## src/rtl/ecc_serial_loader_pkg.sv

```systemverilog
// ECC serial loader shared definitions:
// operand sizes, width codes, FSM states.
package ecc_serial_loader_pkg;

  localparam int MAX_BITS = 128;
  localparam int CNT_W    = 8;

  localparam logic [1:0] BITS16  = 2'b00;
  localparam logic [1:0] BITS32  = 2'b01;
  localparam logic [1:0] BITS64  = 2'b10;
  localparam logic [1:0] BITS128 = 2'b11;

  typedef enum logic [2:0] {
    MP_IDLE,
    MP_MODE_HI,
    MP_MODE_LO,
    MP_LOAD,
    MP_DONE
  } mp_state_t;

  typedef enum logic [1:0] {
    NP_IDLE,
    NP_LOAD,
    NP_DONE
  } np_state_t;

  function automatic logic [CNT_W-1:0] width_to_nbits(
    input logic [1:0] w
  );
    logic [CNT_W-1:0] n;
    n = CNT_W'(16);
    unique case (w)
      BITS16:  n = CNT_W'(16);
      BITS32:  n = CNT_W'(32);
      BITS64:  n = CNT_W'(64);
      BITS128: n = CNT_W'(128);
      default: n = CNT_W'(16);
    endcase
    return n;
  endfunction

endpackage

```

## src/rtl/ecc_serial_loader_if.sv

```systemverilog
// ECC serial loader bus: serial operand inputs,
// parallel operand outputs and core handshake.
interface ecc_serial_loader_if;
  import ecc_serial_loader_pkg::*;

  logic                i_m_P_valid;
  logic                i_mode;
  logic                i_a;
  logic                i_prime;
  logic                i_Px;
  logic                i_Py;
  logic                i_m;
  logic                i_nP_valid;
  logic                i_nPx;
  logic                i_nPy;
  logic                i_core_ack;
  logic                o_op_valid;
  logic [1:0]          o_width;
  logic [CNT_W-1:0]    o_nbits;
  logic [MAX_BITS-1:0] o_a;
  logic [MAX_BITS-1:0] o_prime;
  logic [MAX_BITS-1:0] o_Px;
  logic [MAX_BITS-1:0] o_Py;
  logic [MAX_BITS-1:0] o_m;
  logic [MAX_BITS-1:0] o_nPx;
  logic [MAX_BITS-1:0] o_nPy;
  logic                o_err;

  modport slave (
    input  i_m_P_valid, i_mode, i_a, i_prime,
    input  i_Px, i_Py, i_m,
    input  i_nP_valid, i_nPx, i_nPy, i_core_ack,
    output o_op_valid, o_width, o_nbits,
    output o_a, o_prime, o_Px, o_Py, o_m,
    output o_nPx, o_nPy, o_err
  );

  modport master (
    output i_m_P_valid, i_mode, i_a, i_prime,
    output i_Px, i_Py, i_m,
    output i_nP_valid, i_nPx, i_nPy, i_core_ack,
    input  o_op_valid, o_width, o_nbits,
    input  o_a, o_prime, o_Px, o_Py, o_m,
    input  o_nPx, o_nPy, o_err
  );

endinterface

```

## src/rtl/ecc_sipo_chan.sv

```systemverilog
// Multi-lane MSB-first deserializer with a
// shared down-counter; done flags the last bit.
module ecc_sipo_chan #(
  parameter int LANES = 1,
  parameter int W     = 128,
  parameter int CW    = 8
) (
  input  logic                      clk,
  input  logic                      rst,
  input  logic                      clr,
  input  logic                      start,
  input  logic [CW-1:0]             count,
  input  logic                      shift,
  input  logic [LANES-1:0]          din,
  output logic                      done,
  output logic [LANES-1:0][W-1:0]   data
);

  logic [CW-1:0] cnt;

  // bits remaining in the current load
  always_ff @(posedge clk or negedge rst) begin
    if (!rst) begin
      cnt <= '0;
    end else if (start) begin
      cnt <= count;
    end else if (shift) begin
      cnt <= cnt - 1'b1;
    end
  end

  // lane registers: clear, then shift in from the LSB
  always_ff @(posedge clk or negedge rst) begin
    if (!rst) begin
      data <= '0;
    end else if (clr) begin
      data <= '0;
    end else if (shift) begin
      for (int l = 0; l < LANES; l++) begin
        data[l] <= {data[l][W-2:0], din[l]};
      end
    end
  end

  assign done = (cnt == CW'(1));

endmodule

```

## src/rtl/ecc_serial_loader.sv

```systemverilog
// ECC serial loader top: width FSM, nP accept
// gating, operand handshake and error flag.
module ecc_serial_loader
  import ecc_serial_loader_pkg::*;
(
  input  logic          clk,
  input  logic          rst,
  ecc_serial_loader_if.slave bus
);

  mp_state_t mp_q, mp_d;
  np_state_t np_q, np_d;

  logic [4:0][MAX_BITS-1:0] mp_data;
  logic [1:0][MAX_BITS-1:0] np_data;
  logic                     mp_done;
  logic                     np_done;
  logic [1:0]               width_q;
  logic [CNT_W-1:0]         nbits_q;
  logic                     valid_q;
  logic                     err_q;

  logic ack_take;
  logic width_known;
  logic np_try;
  logic np_accept;
  logic np_drop;
  logic mp_clr;

  assign ack_take    = bus.i_core_ack & valid_q;
  assign width_known = (mp_q == MP_LOAD) |
                       (mp_q == MP_DONE);
  assign np_try      = bus.i_nP_valid &
                       (np_q == NP_IDLE);
  assign np_accept   = np_try & width_known;
  assign np_drop     = np_try & ~width_known;
  assign mp_clr      = bus.i_m_P_valid &
                       (mp_q == MP_IDLE);

  // mP channel next state
  always_comb begin
    mp_d = mp_q;
    unique case (mp_q)
      MP_IDLE:    if (bus.i_m_P_valid) mp_d = MP_MODE_HI;
      MP_MODE_HI: mp_d = MP_MODE_LO;
      MP_MODE_LO: mp_d = MP_LOAD;
      MP_LOAD:    if (mp_done) mp_d = MP_DONE;
      MP_DONE:    if (ack_take) mp_d = MP_IDLE;
      default:    mp_d = MP_IDLE;
    endcase
  end

  // nP channel next state
  always_comb begin
    np_d = np_q;
    unique case (np_q)
      NP_IDLE: if (np_accept) np_d = NP_LOAD;
      NP_LOAD: if (np_done) np_d = NP_DONE;
      NP_DONE: if (ack_take) np_d = NP_IDLE;
      default: np_d = NP_IDLE;
    endcase
  end

  // state registers for both channels
  always_ff @(posedge clk or negedge rst) begin
    if (!rst) begin
      mp_q <= MP_IDLE;
      np_q <= NP_IDLE;
    end else begin
      mp_q <= mp_d;
      np_q <= np_d;
    end
  end

  // width code capture and decoded bit count
  always_ff @(posedge clk or negedge rst) begin
    if (!rst) begin
      width_q <= '0;
      nbits_q <= '0;
    end else begin
      if (mp_q == MP_MODE_HI) begin
        width_q[1] <= bus.i_mode;
      end
      if (mp_q == MP_MODE_LO) begin
        width_q[0] <= bus.i_mode;
        nbits_q    <= width_to_nbits(
                        {width_q[1], bus.i_mode});
      end
    end
  end

  // operands valid while both channels hold data;
  // sticky error on a strobe before the width is known
  always_ff @(posedge clk or negedge rst) begin
    if (!rst) begin
      valid_q <= 1'b0;
      err_q   <= 1'b0;
    end else begin
      valid_q <= (mp_d == MP_DONE) &&
                 (np_d == NP_DONE);
      err_q   <= err_q | np_drop;
    end
  end

  ecc_sipo_chan #(
    .LANES (5),
    .W     (MAX_BITS),
    .CW    (CNT_W)
  ) u_mp (
    .clk   (clk),
    .rst   (rst),
    .clr   (mp_clr),
    .start (mp_q == MP_MODE_LO),
    .count (width_to_nbits({width_q[1], bus.i_mode})),
    .shift (mp_q == MP_LOAD),
    .din   ({bus.i_m, bus.i_Py, bus.i_Px,
             bus.i_prime, bus.i_a}),
    .done  (mp_done),
    .data  (mp_data)
  );

  ecc_sipo_chan #(
    .LANES (2),
    .W     (MAX_BITS),
    .CW    (CNT_W)
  ) u_np (
    .clk   (clk),
    .rst   (rst),
    .clr   (np_accept),
    .start (np_accept),
    .count (nbits_q),
    .shift (np_q == NP_LOAD),
    .din   ({bus.i_nPy, bus.i_nPx}),
    .done  (np_done),
    .data  (np_data)
  );

  assign bus.o_op_valid = valid_q;
  assign bus.o_width    = width_q;
  assign bus.o_nbits    = nbits_q;
  assign bus.o_err      = err_q;
  assign bus.o_a        = mp_data[0];
  assign bus.o_prime    = mp_data[1];
  assign bus.o_Px       = mp_data[2];
  assign bus.o_Py       = mp_data[3];
  assign bus.o_m        = mp_data[4];
  assign bus.o_nPx      = np_data[0];
  assign bus.o_nPy      = np_data[1];

endmodule

```

## src/flat_wrapper.sv

```systemverilog
// flat-port wrapper written by rule: the top's interface ports become plain ports
module ecc_serial_loader_flat import ecc_serial_loader_pkg::*;
  (clk, rst, bus_i_m_P_valid, bus_i_mode, bus_i_a, bus_i_prime, bus_i_Px, bus_i_Py, bus_i_m, bus_i_nP_valid, bus_i_nPx, bus_i_nPy, bus_i_core_ack, bus_o_op_valid, bus_o_width, bus_o_nbits, bus_o_a, bus_o_prime, bus_o_Px, bus_o_Py, bus_o_m, bus_o_nPx, bus_o_nPy, bus_o_err);
  ecc_serial_loader_if bus_i ();
  input  logic clk;
  input  logic rst;
  input wire logic [$bits(bus_i.i_m_P_valid)-1:0] bus_i_m_P_valid;
  input wire logic [$bits(bus_i.i_mode)-1:0] bus_i_mode;
  input wire logic [$bits(bus_i.i_a)-1:0] bus_i_a;
  input wire logic [$bits(bus_i.i_prime)-1:0] bus_i_prime;
  input wire logic [$bits(bus_i.i_Px)-1:0] bus_i_Px;
  input wire logic [$bits(bus_i.i_Py)-1:0] bus_i_Py;
  input wire logic [$bits(bus_i.i_m)-1:0] bus_i_m;
  input wire logic [$bits(bus_i.i_nP_valid)-1:0] bus_i_nP_valid;
  input wire logic [$bits(bus_i.i_nPx)-1:0] bus_i_nPx;
  input wire logic [$bits(bus_i.i_nPy)-1:0] bus_i_nPy;
  input wire logic [$bits(bus_i.i_core_ack)-1:0] bus_i_core_ack;
  output wire logic [$bits(bus_i.o_op_valid)-1:0] bus_o_op_valid;
  output wire logic [$bits(bus_i.o_width)-1:0] bus_o_width;
  output wire logic [$bits(bus_i.o_nbits)-1:0] bus_o_nbits;
  output wire logic [$bits(bus_i.o_a)-1:0] bus_o_a;
  output wire logic [$bits(bus_i.o_prime)-1:0] bus_o_prime;
  output wire logic [$bits(bus_i.o_Px)-1:0] bus_o_Px;
  output wire logic [$bits(bus_i.o_Py)-1:0] bus_o_Py;
  output wire logic [$bits(bus_i.o_m)-1:0] bus_o_m;
  output wire logic [$bits(bus_i.o_nPx)-1:0] bus_o_nPx;
  output wire logic [$bits(bus_i.o_nPy)-1:0] bus_o_nPy;
  output wire logic [$bits(bus_i.o_err)-1:0] bus_o_err;
  assign bus_i.i_m_P_valid = bus_i_m_P_valid;
  assign bus_i.i_mode = bus_i_mode;
  assign bus_i.i_a = bus_i_a;
  assign bus_i.i_prime = bus_i_prime;
  assign bus_i.i_Px = bus_i_Px;
  assign bus_i.i_Py = bus_i_Py;
  assign bus_i.i_m = bus_i_m;
  assign bus_i.i_nP_valid = bus_i_nP_valid;
  assign bus_i.i_nPx = bus_i_nPx;
  assign bus_i.i_nPy = bus_i_nPy;
  assign bus_i.i_core_ack = bus_i_core_ack;
  assign bus_o_op_valid = bus_i.o_op_valid;
  assign bus_o_width = bus_i.o_width;
  assign bus_o_nbits = bus_i.o_nbits;
  assign bus_o_a = bus_i.o_a;
  assign bus_o_prime = bus_i.o_prime;
  assign bus_o_Px = bus_i.o_Px;
  assign bus_o_Py = bus_i.o_Py;
  assign bus_o_m = bus_i.o_m;
  assign bus_o_nPx = bus_i.o_nPx;
  assign bus_o_nPy = bus_i.o_nPy;
  assign bus_o_err = bus_i.o_err;
  ecc_serial_loader u_core (.clk(clk), .rst(rst), .bus(bus_i));
endmodule
```

## config.mk

```make
export PLATFORM = sky130hd
export DESIGN_NAME = ecc_serial_loader_flat
export DESIGN_NICKNAME = d
export VERILOG_FILES = /design/src/rtl/ecc_serial_loader_pkg.sv /design/src/rtl/ecc_serial_loader_if.sv /design/src/rtl/ecc_sipo_chan.sv /design/src/rtl/ecc_serial_loader.sv /design/src/flat_wrapper.sv
export SDC_FILE = /design/constraint.sdc
export NUM_CORES = 1
export LEC_CHECK = 0
export CAP_MARGIN = 25
export CORE_AREA = 5 5 360 362
export DETAILED_ROUTE_END_ITERATION = 12
export DIE_AREA = 0 0 365 367
export PLACE_DENSITY_LB_ADDON = 0.25
export SKIP_LAST_GASP = 1
export SLEW_MARGIN = 20
export SYNTH_ARGS = -nofsm -noshare
export SYNTH_HDL_FRONTEND = slang
export SYNTH_SLANG_ARGS = --single-unit
export TNS_END_PERCENT = 100
```

## constraint.sdc

```tcl
create_clock -name clk -period 2.85 [get_ports clk]
set_input_delay 0.57 -clock clk [delete_from_list [all_inputs] [get_ports clk]]
set_output_delay 0.57 -clock clk [all_outputs]
set_load 0.01 [all_outputs]
```

* Word level (Yosys, flattened, before mapping)
Cells that the tools add are included.
Cells by class: add/sub/neg operators 2, equality and inequality tests 13, muxes and demuxes 17, bitwise gates (word level) 8, reduce and logical (&&, ||, !) cells 7
Operators by type and width (count):
- $mux 640 | 2
- $mux 256 | 2
- $mux 8 | 4
- $pmux 8 s4 | 1
- $eq 8x1->1 const B | 2
- $sub 8x1->8 const B | 2
- $pmux 3 s5 | 1
- $mux 3 | 3
- $eq 2x2->1 const B | 4
- $eq 3x2->1 const B | 2
- $eq 3x3->1 const B | 2
- $mux 2 | 3
- $pmux 2 s3 | 1
- $reduce_bool 2->1 | 3
- $and 1x1->1 | 5
- $eq 2x1->1 const B | 2
- $logic_not 2->1 | 2
- $eq 3x1->1 const B | 1
- $logic_not 3->1 | 1
- $or 1x1->1 | 2
- $logic_and 1x1->1 | 1
- $not 1->1 | 1
Word-level totals: register bits 929, bits of input ports 13, output and inout port bits 908, logic and storage cells 63

* Depth between registers and ports, before layout
depth in word-level cells 7, mapped depth 8

* Modules after synthesis
From an unflattened synthesis, not the netlist that was laid out.
Unflattened totals: cell total of the unflattened synthesis 3046, area total of the unflattened synthesis 37164.4 sq um
By module, submodules not included:
- ecc_sipo_chan at u_core.u_mp | instances 1, cells each 2114, area an instance 25898.6 sq um, sequential area each 16215.6 sq um
- ecc_sipo_chan at u_core.u_np | instances 1, cells each 876, area an instance 10645.2 sq um, sequential area each 6606.3 sq um
- ecc_serial_loader | instances 1, cells each 56, area an instance 620.6 sq um, sequential area each 325.3 sq um

* Worst setup path before layout
OpenSTA, ideal clock, no wires.
path type input-to-reg, start in bus_i_nP_valid, end reg u_core.u_np.data[10] in the netlist's numbering, arrival 1501 ps, path slack 1216 ps, cell stages on the path 5, cell sequence nor3b_1 -> o21a_1 -> buf_2 -> clkbuf_1 -> o21ai_0
Between the ends: cells in the longest elaborated chain, start to end 3, elaborated cells between the ends (all ways) 4
RTL lines:
- from (decl) | line flat_wrapper.sv:14 | input wire logic [$bits(bus_i.i_nP_valid)-1:0] bus_i_nP_valid;
- $and 1x1->1 * | line ecc_serial_loader.sv:33 | assign np_try = bus.i_nP_valid &
- $and 1x1->1 * | line ecc_serial_loader.sv:35 | assign np_accept = np_try & width_known;
- $mux 256 or $reduce_bool 2->1 (tied branches)
- to (signal, indexed assignment) | line ecc_sipo_chan.sv:40 | data[l] <= {data[l][W-2:0], din[l]};
- to (decl) | line ecc_sipo_chan.sv:16 | output logic [LANES-1:0][W-1:0] data
Every way passes the cells marked *; elsewhere a longest branch is shown, timed or not. A chain may end at the register's enable or synchronous reset.

* Worst setup path after layout
start reg u_core.u_mp.data[505] in the netlist's numbering, end out bus_o_Py[121]
RTL lines:
- from (decl) | line ecc_sipo_chan.sv:16
- from (signal, indexed assignment) | line ecc_sipo_chan.sv:40
- to (decl) | line flat_wrapper.sv:24 | output wire logic [$bits(bus_i.o_Py)-1:0] bus_o_Py;
No word-level cell between the ends.

==> impl_metrics.csv <==
group,metric,value,unit
sta,hold_viol,0,
floorplan,die_area,0.134,mm²
min_path,hold_class,"in2async",
sta,worst_pin_slew,813,ps
power_and_ir_drop,pwr-share-comb,32.3,%
routing,drt-total-wl,129000,µm
routing,drc,0,
power_and_ir_drop,p_leak,22.3,nW
placement,port_buffers,916,
finish,finalNetCount,4893,
cts,clock_sinks,925,
setup_path,endpoint_kind,"primary output",
routing,via_count,31000,
cts,htreeDepth,3,
floorplan,io_pins,921,
floorplan,core_area,0.126,mm²
status,outcome,"completed",
grt,antenna_found_initial,2,
finish,syn2layout_area_growth,41.5,%
finish,drive_gt1_share,7.77,%
synth,synth_seq_area_share,63.2,%
floorplan,start_util,29.0,%
floorplan,die_y,367,µm
routing,first_pass_iters,7,
grt,grt_first_pass_wirelength,196000,µm
power_and_ir_drop,pwr_density_cell,934,mW/mm²
synth,synthesis.area,0.0366,mm²
setup_path,crit_fanout,4,
grt,grt_pass1_vias,30900,
cts,clock_latency,720,ps
cts,cts-buffers-inserted,104,
power_and_ir_drop,pwr-share-clk,28.2,%
sta,slew_violations,0,
cts,clkTransAtPathRegs,70,ps
synth,synth_cells,4010,
synth,synth_warnings,0,
placement,place.gp.congestion,0.827,
finish,finalNonFillerCells,6628,
sta,max_slew_margin,45.8,%
setup_path,cp_slowest_cell,"clkdlybuf4s50_1",
sta,rsz0062_at_grt,"false",
synth,synth_ff_type,"dfrtp_1",
setup_path,path_class,"reg2out",
grt,grt_overflow,0,
sta,holdWs,388,ps
cts,cts.path.max_buffers,3,
placement,placedCellCount,6431,
sta,setup_viol,0,
routing,avgViaCountPerCell,4.67,
synth,synth_edf_count,0,
synth,synthDistinctLibCells,48,
floorplan,die_w,365,µm
cts,postCtsResizedCells,0,
setup_path,path_delay_family,"buffers and inverters",
power_and_ir_drop,internal_power,31.5,mW
cts,cts_tree,"done",
synth,synth-seq-cells,925,
setup_path,start_kind,"register",
routing,wl_per_cell,19.5,µm
cts,clockRootBuffer,"clkbuf_16",
power_and_ir_drop,netSwitchingPower,16.9,mW
power_and_ir_drop,seq_power_share,39.5,%
floorplan,fp-row-count,131,
synth,syn_area_per_cell,9.13,µm²
sta,fmax,391,MHz
grt,grt_util_all_layers,18.7,%
setup_path,crit_chain,"clkdlybuf4s50_1",
sta,finalCriticalPeriod,2560,ps
power_and_ir_drop,swShare,34.9,%
setup_path,cpPeakStageDelay,710,ps
grt,grt_max_degree,127,
setup_path,critical_path_arrival,1990,ps
sta,fin_crit_sh,89.8,%
sta,setup_tns,0,ps
placement,place_hpwl,91000,µm
synth,synth-async-reset-ratio,100,%
sta,fin_skew,46.3,ps
routing,drtIter0Drc,2486,
setup_path,worst-endpoint-required,2280,ps
power_and_ir_drop,vdd_drop_max,0.000681,V
setup_path,path_buf_inv,1,
routing,ant_nets,0,
flow_run,maxCapViolCount,0,
[cell usage in the layout, fill, tap and decap left out, types with 12 or more instances in the layout]
master,netlist,final
nand2_1,1784,1784
dfrtp_1,925,925
clkdlybuf4s50_1,0,915
a21oi_1,633,633
o21ai_0,167,167
clkbuf_16,0,104
buf_4,4,92
buf_12,0,55
o21ai_1,50,50
o21ai_2,50,50
clkinv_2,0,28
clkbuf_8,0,26
clkbuf_1,136,19
a22o_1,13,13
nor2_1,12,12
[kinds of logic (layout without fill, tap and decap cells)]
logic type,after synthesis,count (layout),synth area share (%)
AO/OA/AOI/OAI,931,931,13.5
buffers and inverters,313,1265,3.97
AND/OR/NAND/NOR,1828,1828,19.0
multiplexers,5,5,0.154
XOR/XNOR,3,3,0.0718
adder cells (fa/ha/maj),4,4,0.137
flip-flops,925,925,63.2
other,1,5,0.0102
[synthesized netlist by cell type, types with 2 or more instances]
| cell type | number | area (µm²) |
|---|---|---|
| buf_2 | 139 | 696 |
| buf_1 | 16 | 60.1 |
| nand3_1 | 7 | 35.0 |
| a2bb2oi_1 | 2 | 17.5 |
| clkbuf_1 | 136 | 510 |
| a21oi_1 | 633 | 3170 |
| nor2_1 | 12 | 45.0 |
| nand2_1 | 1784 | 6700 |
| o21ai_2 | 50 | 438 |
| inv_1 | 6 | 22.5 |
| mux2_2 | 5 | 56.3 |
| o21ai_0 | 167 | 836 |
| nand2b_1 | 2 | 12.5 |
| ha_1 | 4 | 50.1 |
| o22ai_1 | 5 | 31.3 |
| o21ai_1 | 50 | 250 |
| nor4_1 | 2 | 12.5 |
| nor3_1 | 4 | 20.0 |
| nor2b_1 | 5 | 31.3 |
| dfrtp_1 | 925 | 23100 |
| a22o_1 | 13 | 114 |
| xor2_1 | 2 | 17.5 |
| buf_6 | 12 | 135 |
| buf_4 | 4 | 30.0 |
| nor3b_1 | 2 | 15.0 |
[sequential cells by signal, indices dropped and copies added, names as in the netlist]
register	cells
u_core.u_np.cnt	8
u_core.mp_q	3
u_core.u_mp.data	640
u_core.bus.o_width	2
u_core.bus.o_nbits	4
u_core.u_mp.cnt	8
u_core.u_np.data	256
u_core.bus.o_err	1
u_core.bus.o_op_valid	1
u_core.np_q	2
[stage by stage]
stage               utilization [%]  cell area, µm²  power, mW  setup WS [ps]
global placement               38.2           48300       35.0            341
detailed placement             38.2           48300       35.2            335
finish                         41.0           51800       48.4            291
floorplan                         -           36600       25.0           1220
CTS                            41.0           51800       49.1            205
global route                   41.0           51800       51.1            217
[cell type report]
cell class / instances / area [µm²]
clock inverter: 46 / 479
fill: 12400 / 74600
timing repair buffer: 1064 / 11000
sequential: 925 / 23100
multi-input combinational: 2775 / 12100
clock buffer: 149 / 3030
inverter: 6 / 22.5
tap: 1662 / 2080
antenna: 1 / 2.50
[metal layers]
metal  share of wire (%)  wire (µm)  track usage (%)  vias up
met5               0.026         34                0        -
met4                 3.6       4690             7.07        4
met3                 8.5      11000             6.55      191
met2                  47      61100             30.4      872
met1                  40      52300             22.8    15200
li1                    -          -                -    14700
[power groups by stage]
stage	sequential (mW)	combinational [mW]	clock, mW
floorplan	19.9	5.04	0
global placement	19.3	15.7	0
detailed placement	19.3	15.9	0
CTS	19.2	15.9	14.0
global route	19.6	17.0	14.5
finish	19.1	15.6	13.6
[what timing repair did]
item	CTS	global route
hold endpoints to repair	26	0
endpoints found under the setup margin	0	0
hold buffers	1	0
buffers inserted	0	0
[worst paths after layout]
kind                                            start  depth (start not counted)                     to  slack, ps
worst max-delay path            u_core.u_mp.data[505]                          1          bus_o_Py[121]        290
worst max register to register         u_core.mp_q[0]                          4  u_core.u_np.data[227]        640
min in group clk                            bus_i_nPx                          3    u_core.u_np.data[0]        400
max in group asynchronous                         rst                          3   u_core.u_np.data[22]       1400
worst min register to register       u_core.bus.o_err                          1       u_core.bus.o_err        470
worst min-delay path                              rst                          2  u_core.u_np.data[166]        390
(Power assumes the default switching activity.)
